### src/rtl/pipeline_ctrl_pkg.sv
// Shared constants for the pipeline stall/flush sequencer.
//   - FSM state encodings
//   - flush down-counter width
//   - event priority ranking (0 = highest)
package pipeline_ctrl_pkg;

    // Width of the post-redirect flush down-counter (FLUSH_CYCLES <= 15)
    localparam int unsigned FCNT_W = 4;

    typedef enum logic {
        CTRL_RUN   = 1'b0,
        CTRL_FLUSH = 1'b1
    } ctrl_state_e;

    // Event priority, highest first: a cache freeze masks everything, a
    // redirect kills S1 so it masks the flush shadow and any load-use bubble.
    localparam int unsigned PRIO_FREEZE   = 0;
    localparam int unsigned PRIO_REDIRECT = 1;
    localparam int unsigned PRIO_FLUSH    = 2;
    localparam int unsigned PRIO_BUBBLE   = 3;

endpackage

### src/rtl/pipeline_ctrl_perf_counter.sv
// Free-running enabled event counter, wraps modulo 2^CNT_W.
//   clk, rst (sync, active-low), en (count this cycle), count (current value)
module perf_counter #(
    parameter int unsigned CNT_W = 32
) (
    input  logic             clk,
    input  logic             rst,
    input  logic             en,
    output logic [CNT_W-1:0] count
);

    logic [CNT_W-1:0] count_q;
    logic [CNT_W-1:0] count_d;

    // Next-count logic
    always_comb begin
        count_d = count_q;
        if (en) begin
            count_d = count_q + CNT_W'(1);
        end
    end

    // Count register
    always_ff @(posedge clk) begin
        if (!rst) begin
            count_q <= '0;
        end else begin
            count_q <= count_d;
        end
    end

    assign count = count_q;

endmodule

### src/rtl/pipeline_ctrl.sv
// Stall/flush sequencer for the 3-stage core (S1 fetch/decode-read,
// S2 execute, S3 memory/writeback).
//   Inputs : clk, rst (sync, active-low), icache_stall, dcache_stall,
//            dr_bubble (load-use), s2_redirect (taken branch/jump in S2)
//   Outputs: stall_pc, stall_s1, stall_s23, flush_s1, flush_s2, pc_redirect
//            (zero-latency, from state + current inputs);
//            stall_cnt, bubble_cnt, flush_cnt (registered perf counters)
module pipeline_ctrl
    import pipeline_ctrl_pkg::*;
#(
    parameter int unsigned FLUSH_CYCLES = 1,
    parameter int unsigned CNT_W        = 32
) (
    input  logic             clk,
    input  logic             rst,
    input  logic             icache_stall,
    input  logic             dcache_stall,
    input  logic             dr_bubble,
    input  logic             s2_redirect,
    output logic             stall_pc,
    output logic             stall_s1,
    output logic             stall_s23,
    output logic             flush_s1,
    output logic             flush_s2,
    output logic             pc_redirect,
    output logic [CNT_W-1:0] stall_cnt,
    output logic [CNT_W-1:0] bubble_cnt,
    output logic [CNT_W-1:0] flush_cnt
);

    ctrl_state_e       state_q;
    ctrl_state_e       state_d;
    logic [FCNT_W-1:0] fcnt_q;
    logic [FCNT_W-1:0] fcnt_d;
    logic              freeze_c;
    logic              stall_en_c;
    logic              bubble_en_c;
    logic              flush_en_c;

    assign freeze_c = icache_stall | dcache_stall;

    // Priority resolution: freeze > redirect > flush shadow > load-use bubble
    always_comb begin
        state_d     = state_q;
        fcnt_d      = fcnt_q;
        stall_pc    = 1'b0;
        stall_s1    = 1'b0;
        stall_s23   = 1'b0;
        flush_s1    = 1'b0;
        flush_s2    = 1'b0;
        pc_redirect = 1'b0;
        stall_en_c  = 1'b0;
        bubble_en_c = 1'b0;
        flush_en_c  = 1'b0;

        if (!rst) begin
            state_d = CTRL_RUN;
            fcnt_d  = '0;
        end else if (freeze_c) begin
            // Whole pipe holds; FSM and flush counter are frozen too
            stall_pc   = 1'b1;
            stall_s1   = 1'b1;
            stall_s23  = 1'b1;
            stall_en_c = 1'b1;
        end else if (s2_redirect) begin
            // Bubble request is moot: the instruction that raised it is killed
            pc_redirect = 1'b1;
            flush_s1    = 1'b1;
            flush_en_c  = 1'b1;
            if (FLUSH_CYCLES > 1) begin
                state_d = CTRL_FLUSH;
                fcnt_d  = FCNT_W'(FLUSH_CYCLES - 1);
            end else begin
                state_d = CTRL_RUN;
                fcnt_d  = '0;
            end
        end else if (state_q == CTRL_FLUSH) begin
            // Fetch-latency shadow: whatever arrives in S1 is stale
            flush_s1 = 1'b1;
            if (fcnt_q == FCNT_W'(1)) begin
                state_d = CTRL_RUN;
                fcnt_d  = '0;
            end else begin
                fcnt_d = fcnt_q - FCNT_W'(1);
            end
        end else if (dr_bubble) begin
            stall_pc    = 1'b1;
            stall_s1    = 1'b1;
            flush_s2    = 1'b1;
            bubble_en_c = 1'b1;
        end
    end

    // FSM state and flush down-counter
    always_ff @(posedge clk) begin
        if (!rst) begin
            state_q <= CTRL_RUN;
            fcnt_q  <= '0;
        end else begin
            state_q <= state_d;
            fcnt_q  <= fcnt_d;
        end
    end

    perf_counter #(.CNT_W(CNT_W)) u_stall_cnt (
        .clk   (clk),
        .rst   (rst),
        .en    (stall_en_c),
        .count (stall_cnt)
    );

    perf_counter #(.CNT_W(CNT_W)) u_bubble_cnt (
        .clk   (clk),
        .rst   (rst),
        .en    (bubble_en_c),
        .count (bubble_cnt)
    );

    perf_counter #(.CNT_W(CNT_W)) u_flush_cnt (
        .clk   (clk),
        .rst   (rst),
        .en    (flush_en_c),
        .count (flush_cnt)
    );

endmodule

### config.mk
export PLATFORM = sky130hd
export DESIGN_NAME = pipeline_ctrl
export DESIGN_NICKNAME = d
export VERILOG_FILES = /design/src/rtl/pipeline_ctrl_pkg.sv /design/src/rtl/pipeline_ctrl_perf_counter.sv /design/src/rtl/pipeline_ctrl.sv
export SDC_FILE = /design/constraint.sdc
export NUM_CORES = 1
export LEC_CHECK = 0
export BUFFER_PORTS_ARGS = -buffer_cell sky130_fd_sc_hd__buf_4
export CAP_MARGIN = 20
export CELL_PAD_IN_SITES_DETAIL_PLACEMENT = 2
export CELL_PAD_IN_SITES_GLOBAL_PLACEMENT = 2
export CORE_MARGIN = 2
export CORE_UTILIZATION = 32
export DETAILED_ROUTE_END_ITERATION = 16
export HOLD_SLACK_MARGIN = 0.1
export PLACE_DENSITY = 0.89
export SLEW_MARGIN = 40
export SYNTH_ARGS = -nofsm -noshare
export SYNTH_HDL_FRONTEND = slang
export SYNTH_HIERARCHICAL = 1
export SYNTH_SLANG_ARGS = --single-unit
### constraint.sdc
create_clock -name clk -period 2.5 [get_ports clk]
set_input_delay 0.375 -clock clk [delete_from_list [all_inputs] [get_ports clk]]
set_output_delay 0.375 -clock clk [all_outputs]
set_load 0.05 [all_outputs]
# Word-level counts from Yosys, hierarchy flattened
# Index checks and enable logic that the tools add are counted.
op_classes:
  addsub: 4
  eq_ne: 1
  muxes: 22
  bitwise_logic: 2
  reduce_logical: 2
ops:
  columns: ["op", "count"]
  rows:
  - ["adder 32 x 1 -> 32 bit (second input constant)", 3]
  - ["2-to-1 mux 1 bit", 19]
  - ["2-to-1 mux 4 bit", 3]
  - ["== test 4 x 1 -> 1 bit (second input constant)", 1]
  - ["subtractor 4 x 1 -> 4 bit (second input constant)", 1]
  - ["AND reduction 2 bit", 1]
  - ["nonzero test 2 bit", 1]
  - ["inverter 1 bit", 1]
  - ["bitwise OR 1 bit", 1]
word_totals:
  regBits: 101
  in_bits: 6
  out_inout_bits: 102
  word_cells: 36

# Longest topological paths before layout
# Gate-level depths: netlist of run 1.
depth:
  ltp_word: 5
  depth_mapped: 10
  depth_no_buf: 7

# Modules after synthesis
# The synthesis of run 1 kept the hierarchy.
modules_own_cells:
  columns: ["module", "instances", "cells_each", "area_each_um2", "seq_area_each_um2"]
  rows:
  - ["perf_counter", 3, 176, 1562.7, 640.6]
  - ["pipeline_ctrl", 1, 40, 316.6, 100.1]

# Worst setup path after synthesis of run 1
# Ideal clock, no wire load.
synth_path:
  kind: "input -> register"
  from: "input port s2_redirect"
  to: "register u_bubble_cnt.count_q[26] (netlist: u_bubble_cnt/count[26])"
  setup_time_ns: 0.135
  arrival_ns: 3.502
  required_time_ns: 2.365
  path_slack_ns: -1.137
  cell_stages: 10
  path_buffers: 3
  cell_sequence: "nor2_1 > nand2_1 > nor4_1 > buf_2 > and4_1 > buf_2 > nand4_1 > clkbuf_1 > o311ai_0 > o41ai_1"
synth_between:
  elab_chain_cells: 3
synth_lines:
  columns: ["element", "line_no", "text"]
  rows:
  - ["from (decl)", "pipeline_ctrl.sv:19", "input logic s2_redirect,"]
  - ["2-to-1 mux 1 bit (3 in series)", null, null]
  - ["net flush_s2", "pipeline_ctrl.sv:24", "output logic flush_s2,"]
  - ["to (signal assigned)", "pipeline_ctrl_perf_counter.sv:28", "count_q <= count_d;"]
  - ["to (decl)", "pipeline_ctrl_perf_counter.sv:12", "logic [CNT_W-1:0] count_q;"]
# The timed path passes the listed nets, and every way through them passes these cells.
# A chain may end at the register's enable or synchronous reset.

# Worst setup path after layout of run 1
layout_path:
  from: "register state_q"
  to: "register u_bubble_cnt.count_q[31] (netlist: u_bubble_cnt/count[31])"
layout_between:
  elab_chain_cells: 4
layout_lines:
  columns: ["element", "line_no", "text"]
  rows:
  - ["from (decl)", "pipeline_ctrl.sv:31", "ctrl_state_e state_q;"]
  - ["from (signal assigned)", "pipeline_ctrl.sv:100", "state_q <= state_d;"]
  - ["2-to-1 mux 1 bit", "pipeline_ctrl.sv:77", "end else if (state_q == CTRL_FLUSH) begin"]
  - ["2-to-1 mux 1 bit", "pipeline_ctrl.sv:65", "end else if (s2_redirect) begin"]
  - ["2-to-1 mux 1 bit", "pipeline_ctrl.sv:59", "end else if (freeze_c) begin"]
  - ["2-to-1 mux 1 bit", "pipeline_ctrl.sv:56", "if (!rst) begin"]
# Every way passes these cells.

==> metrics.txt, run 1 <==
TritonCTS buffer count=9; Starting DRT DRC Count=269; wire per inst=18.24 um; Slew headroom=0.5190; die width=129.1 um; Final Cycle Share=0.8986; CTS max path bufs=2; Die ar.=16660 um^2; number of distinct library cells after synthesis=41; Final Hold Violating Endpoints=0; status=finished, final reports clean; Setup TNS=0 ns; Final min period=2.247 ns; CP required=2.79 ns; first-pass GRT wire length=26.52 mm; critical path arrival=2.53 ns; Initial Util=0.3280; Critical Path Source Type=flop; vias=4809; Synth Warn #=6; global route overflow=0; Post-Synthesis Cells=568; total I/O pin count=108; synthesized area=5005 um^2; Pre-antenna DRT Iters=4; Net count, final=670; crit-path cells=nor2_1 -> nand2_1 -> nor4_4 -> and4_1 -> nand4_1 -> nor4_1 -> mux2i_1; most common cell in the synthesized netlist=dfxtp_1; slowest cell on the critical path=and4_1; CTS clk-pin slew, worst paths=0.08 ns; Setup crit end kind=flop; Total Wirelength=15.98 mm; PortBufs=107; vias in the first global route=5162; Post-CTS Setup Bufs=0; Crit Path Max Fanout=9; syn nets=579; core area=15260 um^2; worst-skew pair later-pin latency=0.36 ns; Residual DRC=0; kind of critical path=flop to flop; unrepaired setup endpoints after global routing=no; gr usage total=0.1968; number of flops mapped to enable cells by yosys=0; # setup viols final=0; Root Driver=clkbuf_16; max cap viols=0; CTS H-Tree Depth=3; Max IR drop VDD=0.0003280 V; Synth Area per Inst=8.811 um^2; row count=45; area share of the largest cell type after synthesis=0.4040; Worst Tran Pin Value=0.7214 ns; area delta synth->final=24.93%; DRT antenna net count=0; synthesized flop and latch total=101; worst min path class=primary input to flop; DP HPWL=11.40 mm; Seq/Total Area, Yosys=0.4040; CTS tree=yes; CTS Hold Buffers Added=0; P per Cell Area=512.3 nW/um^2; Async S/R FF share, synth=0; Final Core Density=0.4098; die span in y=129.1 um; hold slack final=0.3434 ns; top cells by count, synth=dfxtp_1, nor2_1, nand2_1; pin count of the biggest net entering global routing=73; post-DR vias/cell=5.490; initial antenna violation count=1; Highest Clock Rate=445.1 MHz; RD Place Congestion=0.7859; CP peak stage delay=0.42 ns; CTS sink cnt=101; share of cells above drive strength 1=0.2334; register-to-register setup slack=0.25 ns; Synth area leaders=dfxtp_1, xor2_1, nand4_1; main flop type after synthesis=dfxtp_1; leakage=0.002318 uW; skew final=0.009536 ns; Yosys top cell by area=dfxtp_1; max-slew violations=0
[power breakdown]
group          leakage, uW  internal (uW)  switching (uW)  total [uW]
registers         0.000814           1610            7.18        1620
clock network     0.000145            772             662        1430
logic              0.00136           42.5             107         149
[path summary, 6_finish.rpt]
path,endpoint,cells after the start,from
max,u_bubble_cnt/count[31],7,state_q
min,state_q,2,dcache_stall
max reg2reg,u_bubble_cnt/count[31],7,state_q
min reg2reg,u_bubble_cnt/count[31],2,u_bubble_cnt/count[31]
[metrics by stage]
step	cell area, um^2	std cells	power, uW	setup WS (ns)
3_3_place_gp	5958	859	1797	0.1924
6_report	6252	876	3203	0.2535
3_5_place_dp	5958	859	1807	0.08137
4_1_cts	6250	875	3241	0.2790
2_1_floorplan	5037	568	1753	-0.08729
5_1_grt	6252	876	3317	0.01963
[state kept, by name (all words and copies together), names as in the netlist]
register and cells:
u_bubble_cnt/count 32, fcnt_q 4, state_q 1, u_stall_cnt/count 32, u_flush_cnt/count 32
[timing repair]
action | CTS | global route
endpoints found under the setup margin | 0 | 1
resized for setup | 0 | 1
hold endpoints to repair | 0 | 0
[worst max-delay path: cells and delay by family, from the launching register on]
family / cells / cell delay, ns
AND/OR/NAND/NOR: 6 / 1.60
flip-flops: 1 / 0.36
multiplexers: 1 / 0.22
[routing by layer]
metal  global-route usage  wire length, um
met1               0.2439             7158
met2               0.3473             8020
met3              0.03055              508
met4              0.07033              289
met5                    0                0
[layout make-up]
class,count,area [um^2]
fillers,1686,9006
multi-input cells,412,2726
flip-flops and latches,101,2022
repair buffers,117,878.3
well taps,211,264.0
clock buffers,9,225.2
inverters,18,67.56
clock inverters,7,66.31
diodes,1,2.502
[layout by cell type, fill, tap and decap left out, types with 12 or more instances in the layout]
master and n:
nor2_1 49, o21ai_0 14, o311ai_0 13, nand3_1 28, nand2b_1 30, nand4_1 31, nand2_1 41, mux2i_1 13
or3_1 12, dfxtp_1 101, xor2_1 27, inv_1 18, o41ai_1 21, xnor2_1 13, a21oi_1 25, buf_4 117
[logic make-up (layout without fill, tap and decap cells)]
family / Yosys count / in the layout / synth area share
AND/OR/NAND/NOR: 256 / 256 / 0.2833
flip-flops: 101 / 101 / 0.4040
AO/OA/AOI/OAI: 98 / 98 / 0.1495
buffers and inverters: 55 / 151 / 0.05475
XOR/XNOR: 40 / 40 / 0.07000
multiplexers: 13 / 13 / 0.02600
adder cells (fa/ha/maj): 5 / 5 / 0.01250
other: 0 / 1 / 0
Note: power is estimated with default switching activity, not from simulation.
==> run 2: changes to the inputs <==
--- a/config.mk
+++ b/config.mk
@@ -13,7 +13,7 @@
 export CORE_UTILIZATION = 32
 export DETAILED_ROUTE_END_ITERATION = 16
 export HOLD_SLACK_MARGIN = 0.1
-export PLACE_DENSITY = 0.89
+export PLACE_DENSITY_LB_ADDON = 0.1
 export SLEW_MARGIN = 40
 export SYNTH_ARGS = -nofsm -noshare
 export SYNTH_HDL_FRONTEND = slang
==> run 2 against run 1 <==
Net effect: combinational power about the same; largest cell class unchanged; clock power up 6%; first-iteration DRC count down 25%.
==> metrics.txt, run 2 (synthesized netlist as in run 1, its figures left out) <==
hold slack final=0.3619 ns; CTS H-Tree Depth=3; power share of the combinational group=0.045; Crit Path Max Fanout=8; wire per inst=17.82 um; Residual DRC=0; Final Cycle Share=0.8352; CTS clk-pin slew, worst paths=0.06 ns; Switching Fraction=0.2283; Slew headroom=0.5087; status=finished, final reports clean; row count=45; final worst setup slack=0.4121 ns; Die ar.=16660 um^2; leakage=0.002331 uW; gr usage total=0.1931; Net count, final=672; CTS max path bufs=2; n_diodes=0; CP required=2.78 ns; Starting DRT DRC Count=202; die width=129.1 um; total I/O pin count=108; CTS Hold Buffers Added=0; Max IR drop VDD=0.0003300 V; area delta synth->final=25.53%; register area=2022 um^2; worst-skew pair later-pin latency=0.35 ns; Final min period=2.088 ns; crit-path cells=nor2_1 -> nand2_1 -> nor4_4 -> and4_1 -> nand4_1 -> nor4_1 -> mux2i_1; Worst Tran Pin Value=0.7369 ns; die span in y=129.1 um; Critical Path Source Type=flop; # setup viols final=0; Initial Util=0.3280; Setup crit end kind=flop; Root Driver=clkbuf_16; met3 routed WL=521 um; slowest cell on the critical path=nor4_1; Psw=749.5 uW; DP HPWL=11.21 mm; pin count of the biggest net entering global routing=73; Final Core Density=0.4117; wire length on met2=7.975 mm; DRT antenna net count=0; uppermost layer routed=met4; # placed instances=861; TritonCTS buffer count=9; Filler cells=1694; CP peak stage delay=0.40 ns; max cap viols=0; Highest Clock Rate=479.0 MHz; Resized cells post-CTS=0; unrepaired setup endpoints after global routing=no; first-pass GRT wire length=25.94 mm; share of cells above drive strength 1=0.2312; core area=15260 um^2; kind of critical path=flop to flop; CTS sink cnt=101; global route overflow=0; worst min path class=primary input to flop; RD Place Congestion=0.7750; Post-CTS Setup Bufs=0; clock network fraction of total power=0.462; Final Hold Violating Endpoints=0; vias=4747; CTS tree=yes; Total Wirelength=15.63 mm; critical path arrival=2.36 ns; Pre-antenna DRT Iters=4; initial antenna violation count=0; post-DR vias/cell=5.413; commonest non-fill, non-tap cells in the layout=buf_4, dfxtp_1, nor2_1; met1 WL=7.017 mm; footprint of the multi-input gates=2726 um^2; skew final=0.008813 ns; Post-Place Setup Slack=0.2013 ns; max-slew violations=0; PortBufs=107; Int Pwr=2534 uW; sequential group share of total power=0.493; commonest non-fill, non-tap cell in the layout=buf_4; P per Cell Area=522.6 nW/um^2; Cell Count, Final, Fillers Out=877; vias in the first global route=5084
## run 2: area by class of cell
cell class / count / share of cell area
Multi-Input combinational cell: 412 / 0.4340
Tap cell: 211 / 0.04202
Inverter: 18 / 0.01075
Clock buffer: 12 / 0.03764
Timing Repair Buffer: 119 / 0.1422
Clock inverter: 4 / 0.01155
Sequential cell: 101 / 0.3218
## run 2: power groups by stage
stage,Clock (uW),Sequential (uW),Combinational (uW)
floorplan,0,1670,83.5
global placement,0,1660,143
detailed placement,0,1660,149
CTS,1570,1620,150
global route,1630,1620,163
finish,1520,1620,147
## run 2: worst paths after layout
| kind | from | end | slack, ns | cells past startpoint |
|---|---|---|---|---|
| setup / recovery | state_q | u_bubble_cnt/count[31] | 0.41 | 7 |
| hold / removal | icache_stall | state_q | 0.36 | 2 |
| setup reg to reg | state_q | u_bubble_cnt/count[31] | 0.41 | 7 |
| hold reg to reg | u_stall_cnt/count[31] | u_stall_cnt/count[31] | 0.48 | 2 |
## run 2: critical path: cells and delay by family, from the launching register on
family / cells / cell delay (ns)
simple gates: 6 / 1.45
flops: 1 / 0.34
mux: 1 / 0.22
## run 2: metrics by stage
| stage | power [uW] | instance area (um^2) | setup TNS [ns] |
|---|---|---|---|
| finish | 3283 | 6282 | 0 |
| global route | 3411 | 6282 | 0 |
| CTS | 3337 | 6282 | 0 |
| detailed placement | 1807 | 5973 | 0 |
| global placement | 1800 | 5973 | 0 |
| floorplan | 1753 | 5037 | -0.2511 |
## run 2: layer usage
| layer | up-vias | global-route usage |
|---|---|---|
| li1 | 2280 | - |
| met1 | 2385 | 0.2392 |
| met2 | 76 | 0.3461 |
| met3 | 6 | 0.04335 |
| met4 | 0 | 0.03708 |
| met5 | - | 0 |
==> run 3: changes to the inputs <==
--- a/config.mk
+++ b/config.mk
@@ -10,7 +10,7 @@
 export CELL_PAD_IN_SITES_DETAIL_PLACEMENT = 2
 export CELL_PAD_IN_SITES_GLOBAL_PLACEMENT = 2
 export CORE_MARGIN = 2
-export CORE_UTILIZATION = 32
+export CORE_UTILIZATION = 29
 export DETAILED_ROUTE_END_ITERATION = 16
 export HOLD_SLACK_MARGIN = 0.1
 export PLACE_DENSITY_LB_ADDON = 0.1
==> constraint.sdc (replaced) <==
create_clock -name clk -period 1.7 [get_ports clk]
set_input_delay 0.255 -clock clk [delete_from_list [all_inputs] [get_ports clk]]
set_output_delay 0.255 -clock clk [all_outputs]
set_load 0.05 [all_outputs]
==> run 3 against run 2 <==
Net effect: count of clock-buffer cells in the layout is 4 higher; the flow now finishes with violations (negative setup slack); maximum frequency grew 8.6%; non-clock buffer count is 129 higher; final area increased by 32%; clock skew shrank 0.0015 ns; core utilization grew 7.3 points; clock power grew 42%; critical endpoint is now u_bubble_cnt/count[20]; total power is 46% higher; critical path type unchanged; largest power group unchanged.
==> metrics.txt, run 3 (synthesized netlist as in run 1, its figures left out) <==
Psw=1161 uW; final worst setup slack=-0.2218 ns; CTS clk-pin slew, worst paths=0.07 ns; Setup crit end kind=flop; FF-to-FF Start=state_q; Worst R2R End=u_bubble_cnt/count[20]; worst-skew pair later-pin latency=0.35 ns; gr usage total=0.2123; CP required=1.97 ns; Root Driver=clkbuf_16; # setup viols final=39; die span in y=135.4 um; total I/O pin count=108; wire per inst=20.04 um; Worst Tran Pin Value=0.8199 ns; Crit Path Max Fanout=4; Final Core Density=0.4847; row count=48; Final Hold Violating Endpoints=0; P per Cell Area=581.2 nW/um^2; Setup TNS=-3.690 ns; DP HPWL=12.95 mm; initial antenna violation count=0; Min-Delay Endpoint=state_q; CTS max path bufs=2; Max IR drop VDD=0.0004449 V; Initial Util=0.2934; commonest non-fill, non-tap cells in the layout=buf_4, dfxtp_1, nor2_1; skew final=0.007304 ns; CTS tree=yes; sequential group share of total power=0.491; FF-to-FF path depth=8; RD Place Congestion=0.8035; core area=17060 um^2; Residual DRC=0; Switching Fraction=0.2415; clock network fraction of total power=0.449; Hold Startpoint=icache_stall; n_diodes=0; area delta synth->final=65.20%; Total Wirelength=20.46 mm; Pre-antenna DRT Iters=4; vias=5368; vias in the first global route=5843; power share of the combinational group=0.060; Net count, final=802; Slew headroom=0.4534; register-to-register setup slack=-0.22 ns; PortBufs=107; unrepaired setup endpoints after global routing=yes; Highest Clock Rate=520.3 MHz; critical path arrival=2.19 ns; leakage=0.003352 uW; Final min period=1.922 ns; CTS sink cnt=101; first-pass GRT wire length=31.10 mm; kind of critical path=flop to flop; Critical Path Source Type=flop; Starting DRT DRC Count=145; total power=4806 uW; DRT antenna net count=0; failing checks=negative setup slack; max-slew violations=0; max cap viols=0; worst min path class=primary input to flop; pin count of the biggest net entering global routing=73; commonest non-fill, non-tap cell in the layout=buf_4; share of cells above drive strength 1=0.5075; die width=135.4 um; global route overflow=0; Final Cycle Share=1.130; hold path depth=2; CTS H-Tree Depth=3; post-DR vias/cell=5.258; hold slack final=0.2374 ns; TritonCTS buffer count=9; Die ar.=18330 um^2; status=finished, violations left; Int Pwr=3645 uW
==> run 3: worst max-delay path, stage by stage, from the launching register on <==
cell     delay (ns)
dfxtp_2        0.32
nor2_2         0.09
nand2_2        0.08
nor4_4         0.16
and4_4         0.28
buf_4          0.15
nand3_2        0.13
or4_4          0.44
a21oi_1        0.19
==> run 3: final cells by class <==
cell class              count  area, um^2
clock buffers              16       301.5
fillers                  1797        8788
inverters                  18       71.32
multi-input cells         413        3532
flip-flops and latches    101        2110
well taps                 225       281.5
repair buffers            248        1972
==> run 3: worst max path at each step <==
| stage | from | to | depth (start not counted) |
|---|---|---|---|
| 2_1_floorplan | state_q | u_bubble_cnt/count[23] | 9 |
| 3_3_place_gp | s2_redirect | u_bubble_cnt/count[16] | 9 |
| 3_5_place_dp | s2_redirect | u_bubble_cnt/count[20] | 9 |
| 4_1_cts | state_q | u_bubble_cnt/count[22] | 7 |
| 5_1_grt | state_q | u_bubble_cnt/count[23] | 9 |
| 6_report | state_q | u_bubble_cnt/count[20] | 8 |
==> run 3: per-stage QoR <==
step                      std cells  setup slack, ns  cell area (um^2)
final                          1021          -0.2218              8268
after global routing           1021          -0.3390              8268
after CTS                      1005          -0.1983              7859
after detailed placement        973          -0.5485              6977
after global placement          973          -0.3932              6977
after floorplan                 568          -0.8525              5336
==> run 3: repair_timing <==
item,CTS,global route
endpoints found under the hold margin,0,0
buffers inserted,14,14
pin swaps,37,26
endpoints found under the setup margin,47,61
hold buffers,0,0
resized for setup,67,59
cloned,3,2
==> run 3: power groups by stage <==
| stage | sequential, uW | combinational [uW] | clock [uW] |
|---|---|---|---|
| after global placement | 2410 | 239 | 0 |
| after detailed placement | 2410 | 250 | 0 |
| after global routing | 2360 | 309 | 2310 |
| final | 2360 | 289 | 2160 |
| after floorplan | 2440 | 131 | 0 |
| after CTS | 2360 | 265 | 2190 |
==> run 3: layer usage <==
metal | share of wire | wire, um | track usage
met4 | 0.017 | 345 | 0.05382
met2 | 0.53 | 10850 | 0.3838
met1 | 0.42 | 8614 | 0.2634
met5 | 0 | 0 | 0
met3 | 0.032 | 650 | 0.03292
